File: config.mk
export PLATFORM = sky130hd
export DESIGN_NAME = neuron_mac_ctrl_flat
export DESIGN_NICKNAME = d
export VERILOG_FILES = /design/src/rtl/neuron_mac_ctrl_if.sv /design/src/rtl/neuron_mac_ctrl.sv /design/src/flat_wrapper.sv
export SDC_FILE = /design/constraint.sdc
export NUM_CORES = 1
export LEC_CHECK = 0
export CAP_MARGIN = 20
export CORE_ASPECT_RATIO = 0.75
export CORE_MARGIN = 2
export CORE_UTILIZATION = 45
export CTS_CLUSTER_DIAMETER = 30
export DETAILED_ROUTE_END_ITERATION = 7
export PLACE_DENSITY_LB_ADDON = 0.1
export SETUP_SLACK_MARGIN = 0.05
export SLEW_MARGIN = 25
export SYNTH_ARGS = -nofsm -noshare
export SYNTH_HDL_FRONTEND = slang
export SYNTH_SLANG_ARGS = --single-unit
File: constraint.sdc
create_clock -name clk -period 7 [get_ports clk]
set_clock_uncertainty 0.05 [all_clocks]
set_input_delay 1.75 -clock clk [delete_from_list [all_inputs] [get_ports clk]]
set_output_delay 1.75 -clock clk [all_outputs]
set_load 0.02 [all_outputs]
File: src/rtl/neuron_mac_ctrl_if.sv
// Operand-fetch, multiplier and result signals of one neuron MAC controller.
// The slave modport is the controller; the master side is memory, multiplier and host.
interface neuron_mac_ctrl_if #(
    parameter int N     = 16,
    parameter int ACC_W = 20
);
    localparam int AW = (N > 1) ? $clog2(N) : 1;

    logic                    start;
    logic                    relu_en;
    logic                    rd_en;
    logic [AW-1:0]           rd_addr;
    logic [7:0]              x_data;
    logic [7:0]              w_data;
    logic [7:0]              mult_a;
    logic [7:0]              mult_b;
    logic [14:0]             mult_p;
    logic                    busy;
    logic                    done;
    logic signed [ACC_W-1:0] result;
    logic [7:0]              result_sm;

    modport slave (
        input  start, relu_en, x_data, w_data, mult_p,
        output rd_en, rd_addr, mult_a, mult_b, busy, done, result, result_sm
    );

    modport master (
        output start, relu_en, x_data, w_data, mult_p,
        input  rd_en, rd_addr, mult_a, mult_b, busy, done, result, result_sm
    );
endinterface

File: src/rtl/neuron_mac_ctrl.sv
// Sequential multiply-accumulate neuron: one sign-magnitude term per 3 cycles,
// saturating accumulator, optional ReLU and 8-bit sign-magnitude quantisation.
module neuron_mac_ctrl #(
    parameter int N     = 16,
    parameter int ACC_W = 20,
    parameter int SHIFT = 0
) (
    input  logic               clk,
    input  logic               rst_n,
    neuron_mac_ctrl_if.slave   bus
);
    localparam int AW = (N > 1) ? $clog2(N) : 1;

    typedef enum logic [2:0] {S_IDLE, S_READ, S_MULT, S_ACC, S_DONE} state_t;

    state_t                  r_state;
    state_t                  w_state_next;
    logic [AW-1:0]           r_idx;
    logic signed [ACC_W-1:0] r_acc;
    logic                    r_relu;
    logic [7:0]              r_mult_a;
    logic [7:0]              r_mult_b;
    logic signed [ACC_W-1:0] r_result;
    logic [7:0]              r_result_sm;

    logic                    w_last;
    logic [ACC_W:0]          w_mag_ext;
    logic signed [ACC_W:0]   w_prod;
    logic signed [ACC_W:0]   w_sum;
    logic signed [ACC_W-1:0] w_acc_sat;
    logic signed [ACC_W-1:0] w_final;
    logic signed [ACC_W-1:0] w_shifted;
    logic [ACC_W:0]          w_abs;
    logic [6:0]              w_mag7;
    logic [7:0]              w_final_sm;

    assign w_last = (r_idx == AW'(N - 1));

    // One extra bit of headroom makes overflow detectable from the top two bits.
    assign w_mag_ext = (ACC_W + 1)'(bus.mult_p[13:0]);
    assign w_prod    = bus.mult_p[14] ? -$signed(w_mag_ext) : $signed(w_mag_ext);
    assign w_sum     = $signed({r_acc[ACC_W-1], r_acc}) + w_prod;

    always_comb begin
        w_acc_sat = w_sum[ACC_W-1:0];
        if (w_sum[ACC_W] != w_sum[ACC_W-1])
            w_acc_sat = w_sum[ACC_W] ? {1'b1, {(ACC_W-1){1'b0}}} : {1'b0, {(ACC_W-1){1'b1}}};
    end

    assign w_final   = (r_relu && w_acc_sat[ACC_W-1]) ? '0 : w_acc_sat;
    assign w_shifted = w_final >>> SHIFT;
    assign w_abs     = w_shifted[ACC_W-1] ? -$signed({w_shifted[ACC_W-1], w_shifted})
                                          : $signed({w_shifted[ACC_W-1], w_shifted});
    assign w_mag7    = (w_abs > (ACC_W + 1)'(127)) ? 7'd127 : w_abs[6:0];
    assign w_final_sm = (w_mag7 == 7'd0) ? 8'h00 : {w_shifted[ACC_W-1], w_mag7};

    always_ff @(posedge clk or negedge rst_n) begin
        if (!rst_n) r_state <= S_IDLE;
        else        r_state <= w_state_next;
    end

    always_comb begin
        w_state_next = r_state;
        case (r_state)
            S_IDLE:  if (bus.start) w_state_next = S_READ;
            S_READ:  w_state_next = S_MULT;
            S_MULT:  w_state_next = S_ACC;
            S_ACC:   w_state_next = w_last ? S_DONE : S_READ;
            S_DONE:  w_state_next = S_IDLE;
            default: w_state_next = S_IDLE;
        endcase
    end

    always_ff @(posedge clk or negedge rst_n) begin
        if (!rst_n) begin
            r_idx       <= '0;
            r_acc       <= '0;
            r_relu      <= 1'b0;
            r_mult_a    <= 8'h00;
            r_mult_b    <= 8'h00;
            r_result    <= '0;
            r_result_sm <= 8'h00;
        end else begin
            case (r_state)
                S_IDLE: if (bus.start) begin
                    r_idx  <= '0;
                    r_acc  <= '0;
                    r_relu <= bus.relu_en;
                end
                S_MULT: begin
                    r_mult_a <= bus.x_data;
                    r_mult_b <= bus.w_data;
                end
                S_ACC: begin
                    r_acc <= w_acc_sat;
                    // Results are captured on the last add so they are valid alongside done.
                    if (w_last) begin
                        r_result    <= w_final;
                        r_result_sm <= w_final_sm;
                    end else begin
                        r_idx <= r_idx + 1'b1;
                    end
                end
                default: ;
            endcase
        end
    end

    assign bus.rd_en     = (r_state == S_READ);
    assign bus.rd_addr   = r_idx;
    assign bus.mult_a    = r_mult_a;
    assign bus.mult_b    = r_mult_b;
    assign bus.busy      = (r_state == S_READ) || (r_state == S_MULT) || (r_state == S_ACC);
    assign bus.done      = (r_state == S_DONE);
    assign bus.result    = r_result;
    assign bus.result_sm = r_result_sm;
endmodule

File: src/flat_wrapper.sv
// flat-port wrapper written by rule: the top's interface ports become plain ports
module neuron_mac_ctrl_flat 
#(
    parameter int N     = 16,
    parameter int ACC_W = 20,
    parameter int SHIFT = 0
)
  (clk, rst_n, bus_start, bus_relu_en, bus_x_data, bus_w_data, bus_mult_p, bus_rd_en, bus_rd_addr, bus_mult_a, bus_mult_b, bus_busy, bus_done, bus_result, bus_result_sm);
  neuron_mac_ctrl_if #(.N(N), .ACC_W(ACC_W)) bus_i ();
  input  logic clk;
  input  logic rst_n;
  input wire logic [$bits(bus_i.start)-1:0] bus_start;
  input wire logic [$bits(bus_i.relu_en)-1:0] bus_relu_en;
  input wire logic [$bits(bus_i.x_data)-1:0] bus_x_data;
  input wire logic [$bits(bus_i.w_data)-1:0] bus_w_data;
  input wire logic [$bits(bus_i.mult_p)-1:0] bus_mult_p;
  output wire logic [$bits(bus_i.rd_en)-1:0] bus_rd_en;
  output wire logic [$bits(bus_i.rd_addr)-1:0] bus_rd_addr;
  output wire logic [$bits(bus_i.mult_a)-1:0] bus_mult_a;
  output wire logic [$bits(bus_i.mult_b)-1:0] bus_mult_b;
  output wire logic [$bits(bus_i.busy)-1:0] bus_busy;
  output wire logic [$bits(bus_i.done)-1:0] bus_done;
  output wire logic [$bits(bus_i.result)-1:0] bus_result;
  output wire logic [$bits(bus_i.result_sm)-1:0] bus_result_sm;
  assign bus_i.start = bus_start;
  assign bus_i.relu_en = bus_relu_en;
  assign bus_i.x_data = bus_x_data;
  assign bus_i.w_data = bus_w_data;
  assign bus_i.mult_p = bus_mult_p;
  assign bus_rd_en = bus_i.rd_en;
  assign bus_rd_addr = bus_i.rd_addr;
  assign bus_mult_a = bus_i.mult_a;
  assign bus_mult_b = bus_i.mult_b;
  assign bus_busy = bus_i.busy;
  assign bus_done = bus_i.done;
  assign bus_result = bus_i.result;
  assign bus_result_sm = bus_i.result_sm;
  neuron_mac_ctrl #(.N(N), .ACC_W(ACC_W), .SHIFT(SHIFT)) u_core (.clk(clk), .rst_n(rst_n), .bus(bus_i));
endmodule
Word-level counts from Yosys, hierarchy flattened
Cells that the tools add are included.

storage, ports and cells
  register bits = 72
  input port bits = 35
  output and inout port bits = 51
  word-level logic and storage cells = 46

operators by class
  $add $sub $neg = 4
  magnitude comparators = 1
  eq/ne operators = 8
  multiplexer cells = 15
  reductions and logical operators = 10

operators by type and width
  kind                                                             number
  2-to-1 mux 20 bit                                                4
  2-to-1 mux 21 bit                                                2
  case mux 20 bit (2 select lines)                                 1
  adder 20 x 21 -> 21 bit                                          1
  greater-than comparator 21 x 7 -> 1 bit (second input constant)  1
  negator 14 -> 21 bit                                             1
  negator 20 -> 21 bit                                             1
  case mux 3 bit (4 select lines)                                  1
  2-to-1 mux 4 bit                                                 2
  2-to-1 mux 8 bit                                                 1
  case mux 4 bit (2 select lines)                                  1
  zero test 7 bit                                                  1
  2-to-1 mux 7 bit                                                 1
  == test 3 x 2 -> 1 bit (second input constant)                   2
  2-to-1 mux 3 bit                                                 2
  AND reduction 2 bit                                              3
  adder 4 x 1 -> 4 bit (second input constant)                     1
  == test 4 bit (second input constant)                            1
  inequality test 2 bit (second input constant)                    2
  == test 3 x 1 -> 1 bit (second input constant)                   1
  == test 3 bit (second input constant)                            1
  zero test 3 bit                                                  1
  AND reduction 3 bit                                              1
  logical OR 1 bit                                                 2
  other kinds (3)                                                  3

Longest topological paths before layout
Gate-level depths: netlist of the first run.

  word-level depth = 13
  mapped depth = 28
  depth with buffers taken out = 23

Worst setup path before layout of the first run
OpenSTA, ideal clock, no wires.

  kind = input-to-reg
  start point = input bus_mult_p[1]
  end point = register u_core.r_result_sm[7], in the netlist u_core.bus.result_sm[7]
  setup time = 133 ps
  arrival = 6977 ps
  required time = 6817 ps
  path slack = -160 ps
  stages on the path = 27
  buffers on the path = 5
  path through = inv_1 -> ha_1 -> nand2b_1 -> or3b_1 -> buf_2 -> o31ai_1 -> xnor2_1 -> ha_1 -> clkbuf_1 -> and4_1 -> and3_1 -> a21boi_0 -> o21ai_0 -> and3_4 -> buf_6 -> or2_0 -> buf_2 -> buf_2 -> nor2_1 -> o21ai_0 -> ha_1 -> o21ai_0 -> nand4_1 -> o311a_1 -> or4_1 -> nor4_1 -> o31ai_1

on the way
  word-level cells in the longest chain between the ends = 13

ends and longest elaborated chain
  item                                                               line                                          source
  from (decl)                                                        flat_wrapper.sv:16                            input wire logic [$bits(bus_i.mult_p)-1:0] bus_mult_p;
  negator 14 -> 21 bit                                               neuron_mac_ctrl.sv:41                         assign w_prod = bus.mult_p[14] ? -$signed(w_mag_ext) : $signed(w_mag_ext);
  2-to-1 mux 21 bit (*)                                              neuron_mac_ctrl.sv:41
  adder 20 x 21 -> 21 bit (*)                                        neuron_mac_ctrl.sv:42                         assign w_sum = $signed({r_acc[ACC_W-1], r_acc}) + w_prod;
  2-to-1 mux 20 bit / inequality test 1 bit (equally long branches)  neuron_mac_ctrl.sv:47, neuron_mac_ctrl.sv:46
  2-to-1 mux 20 bit (*)                                              neuron_mac_ctrl.sv:46                         if (w_sum[ACC_W] != w_sum[ACC_W-1])
  logical AND 1 bit                                                  neuron_mac_ctrl.sv:50                         assign w_final = (r_relu && w_acc_sat[ACC_W-1]) ? '0 : w_acc_sat;
  2-to-1 mux 20 bit (*)                                              neuron_mac_ctrl.sv:50
  negator 20 -> 21 bit                                               neuron_mac_ctrl.sv:52                         assign w_abs = w_shifted[ACC_W-1] ? -$signed({w_shifted[ACC_W-1], w_shifted})
  2-to-1 mux 21 bit                                                  neuron_mac_ctrl.sv:52
  greater-than comparator 21 x 7 -> 1 bit                            neuron_mac_ctrl.sv:54                         assign w_mag7 = (w_abs > (ACC_W + 1)'(127)) ? 7'd127 : w_abs[6:0];
  2-to-1 mux 7 bit                                                   neuron_mac_ctrl.sv:54
  zero test 7 bit                                                    neuron_mac_ctrl.sv:55                         assign w_final_sm = (w_mag7 == 7'd0) ? 8'h00 : {w_shifted[ACC_W-1], w_mag7};
  2-to-1 mux 8 bit (*)                                               neuron_mac_ctrl.sv:55
  to (signal assigned)                                               neuron_mac_ctrl.sv:99                         r_result_sm <= w_final_sm;
  to (decl)                                                          neuron_mac_ctrl.sv:24                         logic [7:0] r_result_sm;

Mark *: on every way between the ends. The rest lies on a longest branch, timed or not.
A chain may end at the register's enable or synchronous reset.

Final worst setup path of the first run
  start point = input bus_mult_p[0]
  end point = register u_core.r_result_sm[7], in the netlist u_core.bus.result_sm[7]

The elaborated chain is that of the path after synthesis.

==> summary.txt, run 1 <==
Vias in the first global route = 5522
Adder-Cell Fraction of Synth Area = 0.06324
Largest net degree at the start of global routing = 73
Rel. slew slack = 0.5301
Sequential area share after synthesis = 0.3206
Async SR Flop Fraction = 1.000
Hold Crit Class = reg2reg
Clock slew at reported path FFs = 0.06 ns
Power Density = 561.3 nW/µm²
Overall power = 4.516 mW
Leak = 3.469 nW
Number of synthesized flops with an enable pin = 0
Ys flop type = dfrtp_1
Final core occ = 0.6586
DRT iter0 DRCs = 507
Worst Path Arrival = 6.93 ns
FP Rows = 35
Longest Clk Path Bufs = 2
Distinct cells, synth = 80
Cts hold-fix bufs = 0
Synth Area in XOR/XNOR = 0.04208
Fin. max-slew vios = 0
Fin cells = 1051
Die height = 100.8 µm
Post-place setup slack = -0.4234 ns
DP HPWL = 14100 µm
Vias after detailed routing = 6097
Seq cells post-synth = 72
Crit path top cell by count = buf_4
Cell breakdown of the critical path = clkdlybuf4s50_1, buf_4, inv_1, ha_1, nand2b_1, or3b_4, o31ai_2, xnor2_1, ha_1, buf_4, nand4_1, a211oi_2, a211oi_2, buf_4, buf_4, o211a_1, a2111o_1, nand2b_4, nor4_4, o21ai_0, a221o_1, a31oi_4, nor4_4, o31ai_1
Routed wire per std cell = 17.65 µm
Starting Density = 0.4599
CP max stage cell = clkdlybuf4s50_1
Routed Antenna Nets = 0
Mux cell area share after synthesis = 0.04164
Worst Path Max Fanout = 7
Final hold violation count = 0
Syn nets = 759
Initial antenna violation count = 0
Area Growth Syn to Fin = 43.20%
Filler cells = 1013
Sum Neg Setup Slack = 0 ns
Max Freq = 148.4 MHz
Placed insts = 1028
WP data required = 7.19 ns
Final Instance Area = 8046 µm²
H-tree depth = 3
IO Port Bufs = 85
Avg Synthesized Cell Area = 8.062 µm²
Drt total wl = 18550 µm
Area occupied by multi-input gates = 3854 µm²
Tot GR Track Use = 0.2747
Final worst path period share = 0.9625
Die width = 133.0 µm
Worst Setup Path Type = in2reg
Diode count = 0
Fin Hold WS = 0.4264 ns
Fin crit period = 6.737 ns
Placed Instance Area = 7440 µm²
Synth Instances = 697
Placeable Area = 12220 µm²
Synth warnings = 0
Detailed Routing Iterations Pass 1 = 6
Worst skew pair latency = 0.34 ns
Synth Area in Simple Gates = 0.2231
Clk root buf = clkbuf_16
Largest family of logic cells by synthesized area = compound AO/OA/AOI/OAI gates
Layout cells sized above 1 = 0.2384
Clk sink count = 72
Largest delay contributor family on the critical path = compound AO/OA/AOI/OAI gates
Die area = 13410 µm²
Total DRC errors in the routed layout = 0
Global route overflow = 0
RD Place Congestion = 0.9738
TritonCTS Buffers = 9
Final worst setup slack = 0.2628 ns
Drt via density = 5.801
Synth Area in Compound Gates = 0.2701
Tightest Pin Transition = 0.6998 ns
CP startpoint kind = input port
Max VDD drop = 0.3980 mV
Sequential standard cell area = 1802 µm²
Max stage delay on crit path = 0.44 ns
First-pass GRT wire length = 29100 µm
Crit path capture type = flop
Outcome = finished, final reports clean
Boundary Pins = 86
Nets = 942
Mapped Area = 5619 µm²
CTS tree = done
Worst Path Buf+Inv = 6
Max cap viols = 0
Setup violators final = 0
==> cell type report <==
class / instances / area share
Clock buffer: 10 / 0.02970
Clock inverter: 6 / 0.009174
Inverter: 16 / 0.007464
Multi-Input combinational cell: 570 / 0.4789
Sequential cell: 72 / 0.2239
Tap cell: 166 / 0.02581
Timing Repair Buffer: 211 / 0.2250
==> path summary, 6_finish.rpt <==
check | endpoint | slack (ns) | cells past startpoint | from
max reg2reg | u_core.bus.result_sm[7] | 2.68 | 18 | u_core.r_acc[0]
min reg2reg | u_core.bus.result[9] | 0.43 | 2 | u_core.bus.result[9]
min | u_core.bus.result[9] | 0.43 | 2 | u_core.bus.result[9]
max in group asynchronous | u_core.bus.rd_addr[0] | 5.03 | 1 | rst_n
max | u_core.bus.result_sm[7] | 0.26 | 24 | bus_mult_p[0]
min in group asynchronous | u_core.r_acc[5] | 1.35 | 1 | rst_n
==> flip-flops by register name (all words and copies together), names as in the netlist <==
name / flops
u_core.bus.mult_b: 8
u_core.r_acc: 20
u_core.r_relu: 1
u_core.bus.mult_a: 8
u_core.bus.result: 20
u_core.bus.rd_addr: 4
u_core.bus.result_sm: 8
u_core.r_state: 3
==> worst min-delay path: stages (launching register included) <==
cell     delay (ns)
dfrtp_1        0.34
nand2_1        0.05
o21ai_0        0.06
==> layer usage <==
| metal | wire [µm] | track usage | vias up |
|---|---|---|---|
| met1 | 8837 | 0.4002 | 2922 |
| met4 | 373 | 0.07610 | 0 |
| li1 | - | - | 2933 |
| met2 | 8141 | 0.4129 | 207 |
| met5 | 0 | 0 | - |
| met3 | 1197 | 0.05832 | 35 |
==> logic make-up after synthesis <==
kind of cell,Yosys count
AOI/OAI and AO/OA,236
xor gates and xnor gates,27
adders and majority gates,28
buffers and inverters,55
DFF,72
muxes,21
and+or+nand+nor,258
==> repair_timing <==
item                       in CTS  in global routing
buffers inserted                0                  7
pin swaps                       0                 17
resized for setup               3                 52
setup endpoints to repair       8                  8
==> synthesized netlist by cell type, types with 6 or more instances <==
master,n,area (µm²)
mux2_2,19,214.0
and3_1,6,37.54
inv_1,15,56.30
a211oi_1,7,52.55
nand4_1,11,68.82
o21a_1,7,52.55
ha_1,26,325.3
dfrtp_1,72,1802
a21o_1,14,105.1
and2_1,8,50.05
nor3_1,11,55.05
nand2_1,87,326.6
a21oi_1,60,300.3
nor4_1,6,37.54
nand3_1,19,95.09
clkbuf_1,32,120.1
o211ai_1,6,45.04
xnor2_1,22,192.7
o21ai_0,69,345.3
nor2_1,64,240.2
or3_1,10,62.56
a31oi_1,8,50.05
==> power breakdown <==
group / switching, mW / internal (mW)
Clock: 0.194 / 0.291
Combinational: 1.91 / 1.49
Sequential: 0.0884 / 0.535
Total: 2.20 / 2.32
==> cells in the final DEF, fill, tap and decap left out, types with 14 or more instances in the layout <==
cell type          n
buf_4            125
clkdlybuf4s50_1   84
ha_1              25
nand2_1           86
a21o_1            14
a21oi_1           57
nor2_1            62
mux2_2            19
nand3_1           18
dfrtp_1           72
o21ai_0           60
inv_1             15
xnor2_1           21
(Power assumes the default switching activity.)
==> run 2, diff against run 1 <==
CORE_ASPECT_RATIO = 1.1   (was 0.75)
==> summary.txt, run 2 (same netlist as run 1, synthesis figures left out) <==
Outcome = finished, final reports clean
H-tree depth = 3 (unchanged)
Crit path capture type = flop
Max VDD drop = 0.2555 mV (-36%)
Fin Hold WS = 0.4327 ns (+0.006251 ns)
Post-place setup slack = -0.4484 ns (-0.02501 ns)
Diode count = 0 (unchanged)
Starting Density = 0.4649 (+0.004999)
Cts hold-fix bufs = 0 (unchanged)
Final worst path period share = 0.9601 (-0.002346)
CP startpoint kind = input port
Max cap viols = 0 (unchanged)
Die width = 110.5 µm (-17%)
Worst skew pair latency = 0.35 ns (about the same)
Hold Crit Class = reg2reg
Worst Path Max Fanout = 7 (unchanged)
Fin crit period = 6.721 ns (-0.01642 ns)
Max stage delay on crit path = 0.58 ns (+0.14 ns)
FP Rows = 42 (+20%)
Drt total wl = 18410 µm (-0.73%)
Routed Antenna Nets = 0 (unchanged)
Final worst setup slack = 0.2793 ns (+0.01642 ns)
Clock slew at reported path FFs = 0.06 ns (about the same)
Setup violators final = 0 (unchanged)
TritonCTS Buffers = 9 (unchanged)
Clock power frac = 0.106 (about the same)
Filler cells = 1069 (+5.5%)
RSZ-0062 raised after global routing = false
Initial antenna violation count = 0 (unchanged)
Combinational group share of total power = 0.750 (-0.004)
Final hold violation count = 0 (unchanged)
DRT iter0 DRCs = 423 (-17%)
Vias in the first global route = 6086 (+10%)
Routed wire per std cell = 17.95 µm (+1.7%)
Layout cells sized above 1 = 0.2156 (-0.02282)
First-pass GRT wire length = 30250 µm (+4.0%)
Longest Clk Path Bufs = 2 (unchanged)
Boundary Pins = 86 (unchanged)
Tightest Pin Transition = 0.7933 ns (+0.09349 ns)
IO Port Bufs = 85 (unchanged)
Net Sw Power = 2.118 mW (-3.5%)
Leak = 3.368 nW (-2.9%)
Most frequent cells in the layout = buf_4 (113), nand2_1 (87), clkdlybuf4s50_1 (83)
CP max stage cell = or4b_1
Clk sink count = 72 (unchanged)
Largest net degree at the start of global routing = 73 (unchanged)
DP HPWL = 13850 µm (-1.7%)
WP data required = 7.21 ns (+0.02 ns)
Fin. max-slew vios = 0 (unchanged)
Sequential share of power = 0.144 (+0.006)
Nets = 929 (-1.4%)
Worst Path Arrival = 6.93 ns (about the same)
Area Growth Syn to Fin = 39.59%
RD Place Congestion = 0.9414 (-3.3%)
Pint = 2.215 mW (-4.5%)
Global route overflow = 0 (unchanged)
Detailed Routing Iterations Pass 1 = 5 (-1)
Most common cell after layout, fill and taps aside = buf_4
Die height = 121.2 µm (+20%)
Drt via density = 5.871 (+1.2%)
Clk root buf = clkbuf_16
Power Density = 552.4 nW/µm² (-1.6%)
Tot GR Track Use = 0.2805 (+0.005769)
Max Freq = 148.8 MHz (+0.24%)
CTS tree = done
Die area = 13400 µm² (about the same)
Cell breakdown of the critical path = clkdlybuf4s50_1, or3_4, or2b_1, or2_2, o41ai_2, xnor2_1, ha_1, nand4_1, o22ai_1, or2_2, buf_4, or3_1, a211o_1, or3_1, or4b_1, a21oi_1, nor3_1, nand4_2, nor2_4, a31oi_1
Vias after detailed routing = 6024 (-1.2%)
Total DRC errors in the routed layout = 0 (unchanged)
Rel. slew slack = 0.4706 (-0.05954)
Worst Setup Path Type = in2reg
Placeable Area = 12090 µm² (-1.1%)
Switch share = 0.4888 (+0.002595)
==> run 2: metrics by stage <==
step | total power [mW] | instances | setup TNS (ns) | instance area, µm² | util
after detailed placement | 3.637 | 1004 | -3.344 | 7328 | 0.6063
after CTS | 4.126 | 1020 | 0 | 7621 | 0.6305
after global routing | 4.648 | 1026 | 0 | 7844 | 0.6490
after global placement | 3.612 | 1004 | -2.088 | 7322 | 0.6058
final | 4.333 | 1026 | 0 | 7844 | 0.6490
after floorplan | 2.389 | 697 | 0 | 5634 | -
==> run 2: cell type report <==
class,instances,area [µm²],area share
multi-input combinational,570,3799,0.4843
sequential,72,1802,0.2297
timing repair buffer,198,1703,0.2171
clock buffer,10,239.0,0.03047
tap,154,192.7,0.02457
inverter,16,60.06,0.007657
clock inverter,6,48.80,0.006221
==> run 2: final timing paths <==
path / from / end / slack (ns) / cells past startpoint
worst max-delay path: bus_mult_p[2] / u_core.bus.result_sm[0] / 0.28 / 20
worst min-delay path: u_core.bus.result[18] / u_core.bus.result[18] / 0.43 / 2
worst max register to register: u_core.r_acc[0] / u_core.bus.result_sm[0] / 2.61 / 16
worst min register to register: u_core.bus.result[18] / u_core.bus.result[18] / 0.43 / 2
max in group asynchronous: rst_n / u_core.bus.result[18] / 5.05 / 1
min in group asynchronous: rst_n / u_core.r_acc[5] / 1.37 / 1
==> run 2: critical path: cells and delay by family <==
family / cells / cell delay, ns
fa+ha+maj: 1 / 0.33
compound gates: 5 / 1.04
buf+inv: 2 / 0.58
xor+xnor: 1 / 0.17
simple gates: 11 / 3.06
==> run 2: per-layer routing <==
layer | global-route usage | part of all wire | up-vias
li1 | - | - | 2908
met4 | 0.1250 | 0.027 | 0
met1 | 0.3562 | 0.45 | 2862
met2 | 0.4609 | 0.46 | 219
met3 | 0.06144 | 0.062 | 35
met5 | 0 | 0 | -
==> run 2: power by group through the flow <==
stage | combinational, mW | clock (mW) | sequential (mW)
finish | 3.25 | 0.458 | 0.625
global route | 3.53 | 0.483 | 0.639
CTS | 3.04 | 0.467 | 0.623
detailed placement | 3.01 | 0 | 0.628
global placement | 2.99 | 0 | 0.622
floorplan | 1.72 | 0 | 0.669
==> run 2: repair_timing <==
| item | 4_1_cts | 5_1_grt |
|---|---|---|
| gates resized for setup | 4 | 37 |
| pin swaps | 0 | 9 |
| endpoints found under the hold margin | 0 | 0 |
| buffers inserted | 0 | 6 |
| setup endpoints to repair | 8 | 8 |
==> run 3, diff against run 2 <==
TNS_END_PERCENT = 20   (was default)
==> results of run 3 <==
Final layout, timing and power as in run 2 (identical DEF).
